[src/rtl/byte_timer_pkg.sv]
// rtl/byte_timer_pkg.sv - shared types and default constants for the byte timer
package byte_timer_pkg;

  typedef enum logic [1:0] {
    IDLE = 2'd0,
    HALF = 2'd1,
    RUN  = 2'd2
  } state_t;

  localparam int CLKS_PER_BIT_DEF  = 8;
  localparam int BITS_PER_BYTE_DEF = 8;

endpackage

[src/rtl/flex_counter.sv]
// rtl/flex_counter.sv - programmable rollover counter with clear and enable
//
// Ports:
//   clk, n_rst     clock, asynchronous active-low reset
//   clear          synchronous clear to zero (wins over count_enable)
//   count_enable   advance the count by one
//   rollover_val   terminal value; the count restarts at 1 after reaching it
//   count_out      current count
//   rollover_flag  registered, high while count_out == rollover_val
module flex_counter #(
  parameter int NUM_CNT_BITS = 4
) (
  input  logic                    clk,
  input  logic                    n_rst,
  input  logic                    clear,
  input  logic                    count_enable,
  input  logic [NUM_CNT_BITS-1:0] rollover_val,
  output logic [NUM_CNT_BITS-1:0] count_out,
  output logic                    rollover_flag
);

  logic [NUM_CNT_BITS-1:0] next_count;
  logic                    next_flag;

  always_comb begin
    next_count = count_out;
    if (clear) begin
      next_count = '0;
    end else if (count_enable) begin
      if (count_out == rollover_val) begin
        next_count = NUM_CNT_BITS'(1);
      end else begin
        next_count = count_out + NUM_CNT_BITS'(1);
      end
    end
    next_flag = !clear && (next_count == rollover_val);
  end

  always_ff @(posedge clk or negedge n_rst) begin
    if (!n_rst) begin
      count_out     <= '0;
      rollover_flag <= 1'b0;
    end else begin
      count_out     <= next_count;
      rollover_flag <= next_flag;
    end
  end

endmodule

[src/rtl/byte_timer_ctrl.sv]
// rtl/byte_timer_ctrl.sv - bit/byte timing controller for the serial receive path
//
// Optional feature macro: BYTE_TIMER_RESYNC_EN (start in RUN re-aligns the phase).
//
// Ports:
//   clk           system clock
//   n_rst         asynchronous active-low reset
//   start         start-of-bit-stream pulse from the edge detector
//   stop          end-of-packet / abort
//   busy          timer running (HALF or RUN)
//   shift_strobe  registered one-cycle sample strobe at the centre of each bit
//   bit_idx       index of the bit being strobed, 0..7
//   byte_done     registered one-cycle pulse the cycle after the last strobe of a byte
module byte_timer_ctrl
  import byte_timer_pkg::*;
#(
  parameter int CLKS_PER_BIT  = CLKS_PER_BIT_DEF,
  parameter int CNT_BITS      = 4,
  parameter int BITS_PER_BYTE = BITS_PER_BYTE_DEF
) (
  input  logic       clk,
  input  logic       n_rst,
  input  logic       start,
  input  logic       stop,
  output logic       busy,
  output logic       shift_strobe,
  output logic [2:0] bit_idx,
  output logic       byte_done
);

  localparam logic [CNT_BITS-1:0] HALF_VAL = CNT_BITS'(CLKS_PER_BIT / 2);
  localparam logic [CNT_BITS-1:0] FULL_VAL = CNT_BITS'(CLKS_PER_BIT);
  localparam logic [3:0]          BYTE_VAL = 4'(BITS_PER_BYTE);
  localparam logic [3:0]          LAST_BIT = 4'(BITS_PER_BYTE - 1);

  state_t state, next_state;

  logic                active;
  logic                resync;
  logic                phase_clear;
  logic                phase_en;
  logic                phase_roll;
  logic [CNT_BITS-1:0] phase_cnt;
  logic [CNT_BITS-1:0] phase_rv;
  logic                bit_clear;
  logic                bit_en;
  logic                bit_roll;
  logic [3:0]          bit_cnt;
  logic                strobe_d;
  logic                done_d;

  flex_counter #(.NUM_CNT_BITS(CNT_BITS)) u_phase_cnt (
    .clk           (clk),
    .n_rst         (n_rst),
    .clear         (phase_clear),
    .count_enable  (phase_en),
    .rollover_val  (phase_rv),
    .count_out     (phase_cnt),
    .rollover_flag (phase_roll)
  );

  flex_counter #(.NUM_CNT_BITS(4)) u_bit_cnt (
    .clk           (clk),
    .n_rst         (n_rst),
    .clear         (bit_clear),
    .count_enable  (bit_en),
    .rollover_val  (BYTE_VAL),
    .count_out     (bit_cnt),
    .rollover_flag (bit_roll)
  );

  always_ff @(posedge clk or negedge n_rst) begin
    if (!n_rst) begin
      state        <= IDLE;
      shift_strobe <= 1'b0;
      byte_done    <= 1'b0;
    end else begin
      state        <= next_state;
      shift_strobe <= strobe_d;
      byte_done    <= done_d;
    end
  end

  always_comb begin
    next_state = state;
    resync     = 1'b0;
    case (state)
      IDLE: begin
        if (start && !stop) next_state = HALF;
      end
      HALF: begin
        if (stop) next_state = IDLE;
        else if (phase_roll) next_state = RUN;
      end
      RUN: begin
        if (stop) begin
          next_state = IDLE;
        end else begin
`ifdef BYTE_TIMER_RESYNC_EN
          if (start) begin
            next_state = HALF;
            resync     = 1'b1;
          end
`endif
        end
      end
      default: next_state = IDLE;
    endcase

    active   = (state != IDLE);
    phase_rv = (state == HALF) ? HALF_VAL : FULL_VAL;
    phase_en = active;
    // Counter is held at zero while idle, so the first count after start is
    // cycle 0; a resync clears it the same way so the next half-bit restarts.
    phase_clear = !active || stop || resync;
    bit_en      = active && shift_strobe;
    // bit_idx survives a resync: only idle/abort discard the partial byte.
    bit_clear   = !active || stop;
    // Strobe is registered, so it is requested one count before the target.
    strobe_d    = active && (phase_cnt == phase_rv - CNT_BITS'(1));
    done_d      = active && !stop && shift_strobe && (bit_cnt == LAST_BIT);
  end

  assign busy = (state != IDLE);
  // Once the bit counter reaches BITS_PER_BYTE the next strobe is bit 0 of a new byte.
  assign bit_idx = bit_roll ? 3'd0 : bit_cnt[2:0];

endmodule

[config.mk]
export PLATFORM = sky130hd
export DESIGN_NAME = byte_timer_ctrl
export DESIGN_NICKNAME = d
export VERILOG_FILES = /design/src/rtl/byte_timer_pkg.sv /design/src/rtl/flex_counter.sv /design/src/rtl/byte_timer_ctrl.sv
export SDC_FILE = /design/constraint.sdc
export NUM_CORES = 1
export LEC_CHECK = 0
export ABC_AREA = 1
export CORE_ASPECT_RATIO = 0.7
export CORE_UTILIZATION = 30
export CTS_CLUSTER_SIZE = 14
export DETAILED_ROUTE_END_ITERATION = 10
export PLACE_DENSITY = 0.47
export SLEW_MARGIN = 20
export SYNTH_ARGS = -nofsm -noshare
export SYNTH_HDL_FRONTEND = slang
export SYNTH_HIERARCHICAL = 1
export SYNTH_SLANG_ARGS = --single-unit
[constraint.sdc]
create_clock -name clk -period 2.25 [get_ports clk]
set_clock_uncertainty 0.2 [all_clocks]
set_input_delay 0.3375 -clock clk [delete_from_list [all_inputs] [get_ports clk]]
set_output_delay 0.3375 -clock clk [all_outputs]
set_load 0.01 [all_outputs]
==> results of run 1 <==
cell usage after synthesis:
library cell / n / area [um2]
nand2_1: 57 / 214
inv_1: 42 / 158
nand3_1: 20 / 100
nor2_1: 16 / 60.1
dfrtp_1: 14 / 350
nand2_2: 5 / 31.3
a21oi_1: 3 / 15.0
nor2_2: 3 / 18.8
a211oi_1: 2 / 15.0
conb_1: 2 / 7.51
ha_1: 2 / 25.0
inv_2: 2 / 7.51
nand3_4: 2 / 35.0
nand4_1: 2 / 12.5
nor2_4: 2 / 22.5
xor2_1: 2 / 17.5
nand3_2: 1 / 10.0
nand3b_1: 1 / 7.51
power groups by stage:
| stage | logic, mW | clock network [mW] | registers (mW) |
|---|---|---|---|
| finish | 0.108 | 0.249 | 0.262 |
| global route | 0.124 | 0.268 | 0.262 |
| CTS | 0.108 | 0.254 | 0.262 |
| detailed placement | 0.108 | 0 | 0.266 |
| global placement | 0.107 | 0 | 0.266 |
| floorplan | 0.0747 | 0 | 0.265 |
critical path: stages, from the launching register on:
cell and delay, ps:
dfrtp_1 410, inv_2 60, nand2_2 110, buf_4 180, clkdlybuf4s50_1 540
area by class of cell:
| cell class | instances | area (um2) | area share [%] |
|---|---|---|---|
| multi-input combinational | 136 | 652 | 46.6 |
| clock buffer | 4 | 55.1 | 3.94 |
| tap | 50 | 62.6 | 4.48 |
| sequential | 14 | 350 | 25.1 |
| inverter | 44 | 165 | 11.8 |
| timing repair buffer | 12 | 113 | 8.06 |
layer usage:
layer	up-vias	part of all wire [%]	GRT usage, %
met1	466	58	20.3
met5	-	0	0
li1	574	-	-
met3	2	3.0	4.62
met4	0	0.50	2.83
met2	10	39	18.3
flip-flops by register name, indices dropped and copies added (netlist names):
signal,flops
u_phase_cnt/rollover_flag,1
state,2
u_bit_cnt/count_out,4
shift_strobe,1
byte_done,1
u_phase_cnt/count_out,4
u_bit_cnt/rollover_flag,1
cells by family (layout without fill, tap and decap cells):
logic type / after synthesis / count (layout) / share of synthesized area (%)
other: 2 / 18 / 0.678
AND/OR/NAND/NOR: 109 / 109 / 46.2
XOR/XNOR: 2 / 2 / 1.58
adder cells (fa/ha/maj): 2 / 2 / 2.26
AO/OA/AOI/OAI: 5 / 5 / 2.71
buffers and inverters: 44 / 60 / 14.9
flip-flops: 14 / 14 / 31.6
through the flow:
stage	worst slack [ps]	util, %	instances
final	163	39.5	260
after global routing	111	39.5	260
after CTS	152	39.5	260
after detailed placement	176	38.0	256
after global placement	200	38.0	256
after floorplan	260	-	194
worst max path at each step:
stage	to	slack [ps]	cells after the start
after CTS	busy	150	4
after global routing	busy	110	4
after global placement	u_bit_cnt/rollover_flag$_DFF_PN0_	200	9
after detailed placement	u_bit_cnt/rollover_flag$_DFF_PN0_	180	11
after floorplan	u_bit_cnt/rollover_flag$_DFF_PN0_	260	12
final	busy	160	4
==> impl_metrics.csv, run 1 <==
group,metric,value,unit
cells_and_area,fillerInstances,394,
die,die_y,52.8,um
power_and_ir_drop,vdd_drop_max,0.176,mV
die,start_util,31.3,%
synthesis,yosysSeqAreaShare,31.6,%
routing,vias,1052,
power_and_ir_drop,power_density,443,mW/mm2
cells_and_area,final_common_cell,"nand2_1",
power_and_ir_drop,clkPwrFrac,40.2,%
clock_tree,numCtsBuffers,3,
synthesis,syn_avg_cell_area,6.22,um2
cells_and_area,area_growth,26.2,%
timing,rsz0062_at_grt,"no",
synthesis,yosysWarnings,6,
timing,period_needed,2090,ps
clock_tree,cts_max_level,1,
critical_path,r2r-end,"u_bit_cnt/rollover_flag$_DFF_PN0_",
clock_tree,cts_resized,0,
die,row_count,18,
cells_and_area,drive_gt1_share,10.5,%
cells_and_area,diodes,0,
critical_path,rrSetupSlack,330,ps
die,pin_count,10,
synthesis,synth_cell_type_count,18,
placed_design,dp_hpwl,1.96,mm
critical_path,required,1710,ps
clock_tree,clkTransAtPathRegs,60,ps
global_route,grt_pass1_wl,3.84,mm
cells_and_area,fin_nets,217,
clock_tree,post_cts_buffers,0,
global_route,globalRouteOverflowTotal,0,
global_route,grt_max_degree,15,
routing,ant_nets,0,
power_and_ir_drop,p_int,0.449,mW
critical_path,reg2reg_depth,12,
synthesis,synth_cells,178,
critical_path,cp.arrival,1550,ps
timing,fin_crit_sh,92.7,%
synthesis,syn-cell-area,0.00111,mm2
die,dieArea,0.00394,mm2
global_route,grt_pass1_vias,838,
power_and_ir_drop,swShare,27.4,%
timing,timing.hold.ws,200,ps
routing,drtPass1Iterations,4,
power_and_ir_drop,leakage,0.751,nW
critical_path,startpoint,"state[0]$_DFFE_PN0P_",
routing,vias_per_cell,4.05,
routing,routed_wirelength,2.41,mm
die,core,0.00354,mm2
power_and_ir_drop,seqPwrFrac,42.3,%
routing,wl_per_cell,9.25,um
power_and_ir_drop,p_comb_share,17.5,%
timing,final-hold-violation-count,0,
global_route,antenna_found_initial,0,
job,drv_cap,0,
power_and_ir_drop,total_power,0.619,mW
critical_path,critical_path_class,"reg2out",
worst_hold_path,hold_path_class,"in2async",
clock_tree,clk_latency,250,ps
global_route,grt_use_total,13.6,%
timing,fmax,479,MHz
timing,setup_violations,0,
clock_tree,cts-hold-fix-buffers,0,
placed_design,io_buffers,9,
routing,drtIter0Drc,35,
critical_path,critPathMaxFanout,8,
clock_tree,clock-root-buffer,"clkbuf_8",
placed_design,gp_congestion,0.801,
critical_path,r2r_start,"state[0]$_DFFE_PN0P_",
synthesis,synth-seq-cells,14,
cells_and_area,final_area,0.00140,mm2
placed_design,placed_area,0.00134,mm2
clock_tree,clock_path_buffers,2,
die,die_w,74.6,um
critical_path,cp-end-kind,"output port",
clock_tree,cts_tree,"built",
cells_and_area,final_cell_mix,"nand2_1, inv_1, nand3_1",
timing,tns,0,ps
clock_tree,cts_sinks,14,
power_and_ir_drop,switching_power,0.170,mW
status,outcome,"completed",
routing,drcViolationCount,0,
timing,slew_violations,0,
critical_path,start_kind,"register",
Power figures use the tool's default switching activity.
==> run 2, diff against run 1 <==
--- a/config.mk
+++ b/config.mk
@@ -11,7 +11,7 @@
 export CTS_CLUSTER_SIZE = 14
 export DETAILED_ROUTE_END_ITERATION = 10
 export PLACE_DENSITY = 0.47
-export SLEW_MARGIN = 20
+export SETUP_SLACK_MARGIN = 0.3
 export SYNTH_ARGS = -nofsm -noshare
 export SYNTH_HDL_FRONTEND = slang
 export SYNTH_HIERARCHICAL = 1
==> run 2 against run 1 <==
Register-to-register slack improved by 80 ps. Global-route usage increased by 0.70 points. Combinational power increased by 6%. Clock power decreased by 18%. Wire length increased by 2.3%. Sequential share of layout area decreased by 0.24 points. Non-clock buffer count increased by 3. Fmax increased by 12%. Via count increased by 1.9%. Die area unchanged. Largest cell class unchanged. Highest routed layer is now met3.
==> impl_metrics.csv, run 2 (same netlist as run 1, synthesis figures left out) <==
group,metric,value,unit
die,die_y,52.8,um
clock_tree,cts_tree,"built",
critical_path,required,1710,ps
cells_and_area,area_growth,28.8,%
clock_tree,cts_sinks,14,
routing,vias,1072,
die,row_count,18,
worst_hold_path,hold_path_class,"in2async",
clock_tree,clk_latency,240,ps
cells_and_area,drive_gt1_share,15.1,%
timing,rsz0062_at_grt,"yes",
timing,finalWorstSetupSlack,380,ps
status,outcome,"completed",
routing,drtIter0Drc,59,
clock_tree,clock-root-buffer,"clkbuf_8",
placed_design,dp_worst_setup_slack,137,ps
critical_path,crit_path_end,"bit_idx[2]",
power_and_ir_drop,vdd_drop_max,0.239,mV
die,die_w,74.6,um
timing,period_needed,1870,ps
routing,wl_per_cell,9.39,um
timing,setup_violations,0,
clock_tree,clkTransAtPathRegs,60,ps
critical_path,cp.arrival,1330,ps
cells_and_area,fillerInstances,389,
cells_and_area,final_common_cell,"nand2_1",
routing,ant_nets,0,
die,pin_count,10,
critical_path,critPathMaxFanout,7,
global_route,grt_pass1_wl,4.11,mm
critical_path,r2r_start,"state[1]$_DFFE_PN0P_",
clock_tree,cts-hold-fix-buffers,0,
global_route,grt_max_degree,15,
critical_path,r2r-end,"u_phase_cnt/rollover_flag$_DFF_PN0_",
cells_and_area,final_area,0.00143,mm2
die,start_util,31.3,%
cells_and_area,fin_nets,220,
placed_design,io_buffers,9,
cells_and_area,fin_util,40.3,%
die,core,0.00354,mm2
critical_path,reg2reg_depth,11,
placed_design,gp_congestion,0.842,
cells_and_area,reg_top3,"u_bit_cnt/count_out: 4 flops, u_phase_cnt/count_out: 4 flops, state: 2 flops",
routing,routed_wirelength,2.46,mm
critical_path,critical_path_class,"reg2out",
global_route,globalRouteOverflowTotal,0,
critical_path,rrSetupSlack,410,ps
global_route,grt_pass1_vias,893,
die,dieArea,0.00394,mm2
clock_tree,numCtsBuffers,3,
critical_path,start_kind,"register",
cells_and_area,layout.cells.non_filler,262,
routing,drtPass1Iterations,5,
cells_and_area,final_cell_mix,"nand2_1, inv_1, nand3_1",
global_route,antenna_found_initial,0,
clock_tree,cts_max_level,1,
placed_design,dp.cells,256,
cells_and_area,diodes,0,
clock_tree,clock_path_buffers,2,
critical_path,cp-end-kind,"output port",
power_and_ir_drop,power_density,406,mW/mm2
power_and_ir_drop,leakage,0.759,nW
global_route,grt_use_total,14.3,%
routing,drcViolationCount,0,
timing,slew_violations,0,
placed_design,placed_area,0.00135,mm2
placed_design,dp_hpwl,1.97,mm
timing,fmax,535,MHz
timing,fin_crit_sh,83.1,%
timing,tns,0,ps
routing,vias_per_cell,4.09,
critical_path,startpoint,"u_bit_cnt/count_out[2]$_DFF_PN0_",
job,drv_cap,0,
timing,final-hold-violation-count,0,
[run 2: report_power, final]
group          total (mW)  switching (mW)  internal, mW
Clock               0.203          0.0849         0.118
Combinational       0.115          0.0751        0.0401
Sequential          0.261         0.00493         0.256
[run 2: cell type report]
class | instances | area (um2) | share of cell area (%)
multi-input combinational | 136 | 669 | 46.9
sequential | 14 | 354 | 24.8
inverter | 44 | 165 | 11.6
timing repair buffer | 15 | 134 | 9.39
tap | 50 | 62.6 | 4.39
clock buffer | 3 | 41.3 | 2.89
[run 2: stage by stage]
stage	hold WS [ps]	power, mW
after floorplan	-158	0.340
after global placement	330	0.374
after detailed placement	347	0.375
after CTS	220	0.590
after global routing	230	0.625
final	212	0.579
[run 2: critical path, cell delays in order (launching register included)]
cell             delay, ps
dfrtp_2                420
inv_1                   60
nor2_1                  80
clkdlybuf4s50_1        530
[run 2: worst min path at each step]
stage | cells after the start | slack (ps) | endpoint
final | 2 | 210 | shift_strobe$_DFF_PN0_
after global routing | 2 | 230 | shift_strobe$_DFF_PN0_
after CTS | 2 | 220 | shift_strobe$_DFF_PN0_
after detailed placement | 2 | 350 | state[1]$_DFFE_PN0P_
after global placement | 2 | 330 | state[1]$_DFFE_PN0P_
after floorplan | 0 | -160 | byte_done$_DFF_PN0_
[run 2: timing repair]
| action | CTS | global route |
|---|---|---|
| gates resized for setup | 2 | 6 |
| setup endpoints to repair | 2 | 5 |
| setup buffers | 1 | 2 |
[run 2: per-layer routing]
| metal | vias to the layer above | track usage, % | wire length, um |
|---|---|---|---|
| met5 | - | 0 | 0 |
| met1 | 469 | 22.4 | 1370 |
| met3 | 0 | 4.62 | 130 |
| met2 | 26 | 18.6 | 961 |
| met4 | 0 | 1.89 | 0 |
| li1 | 577 | - | - |
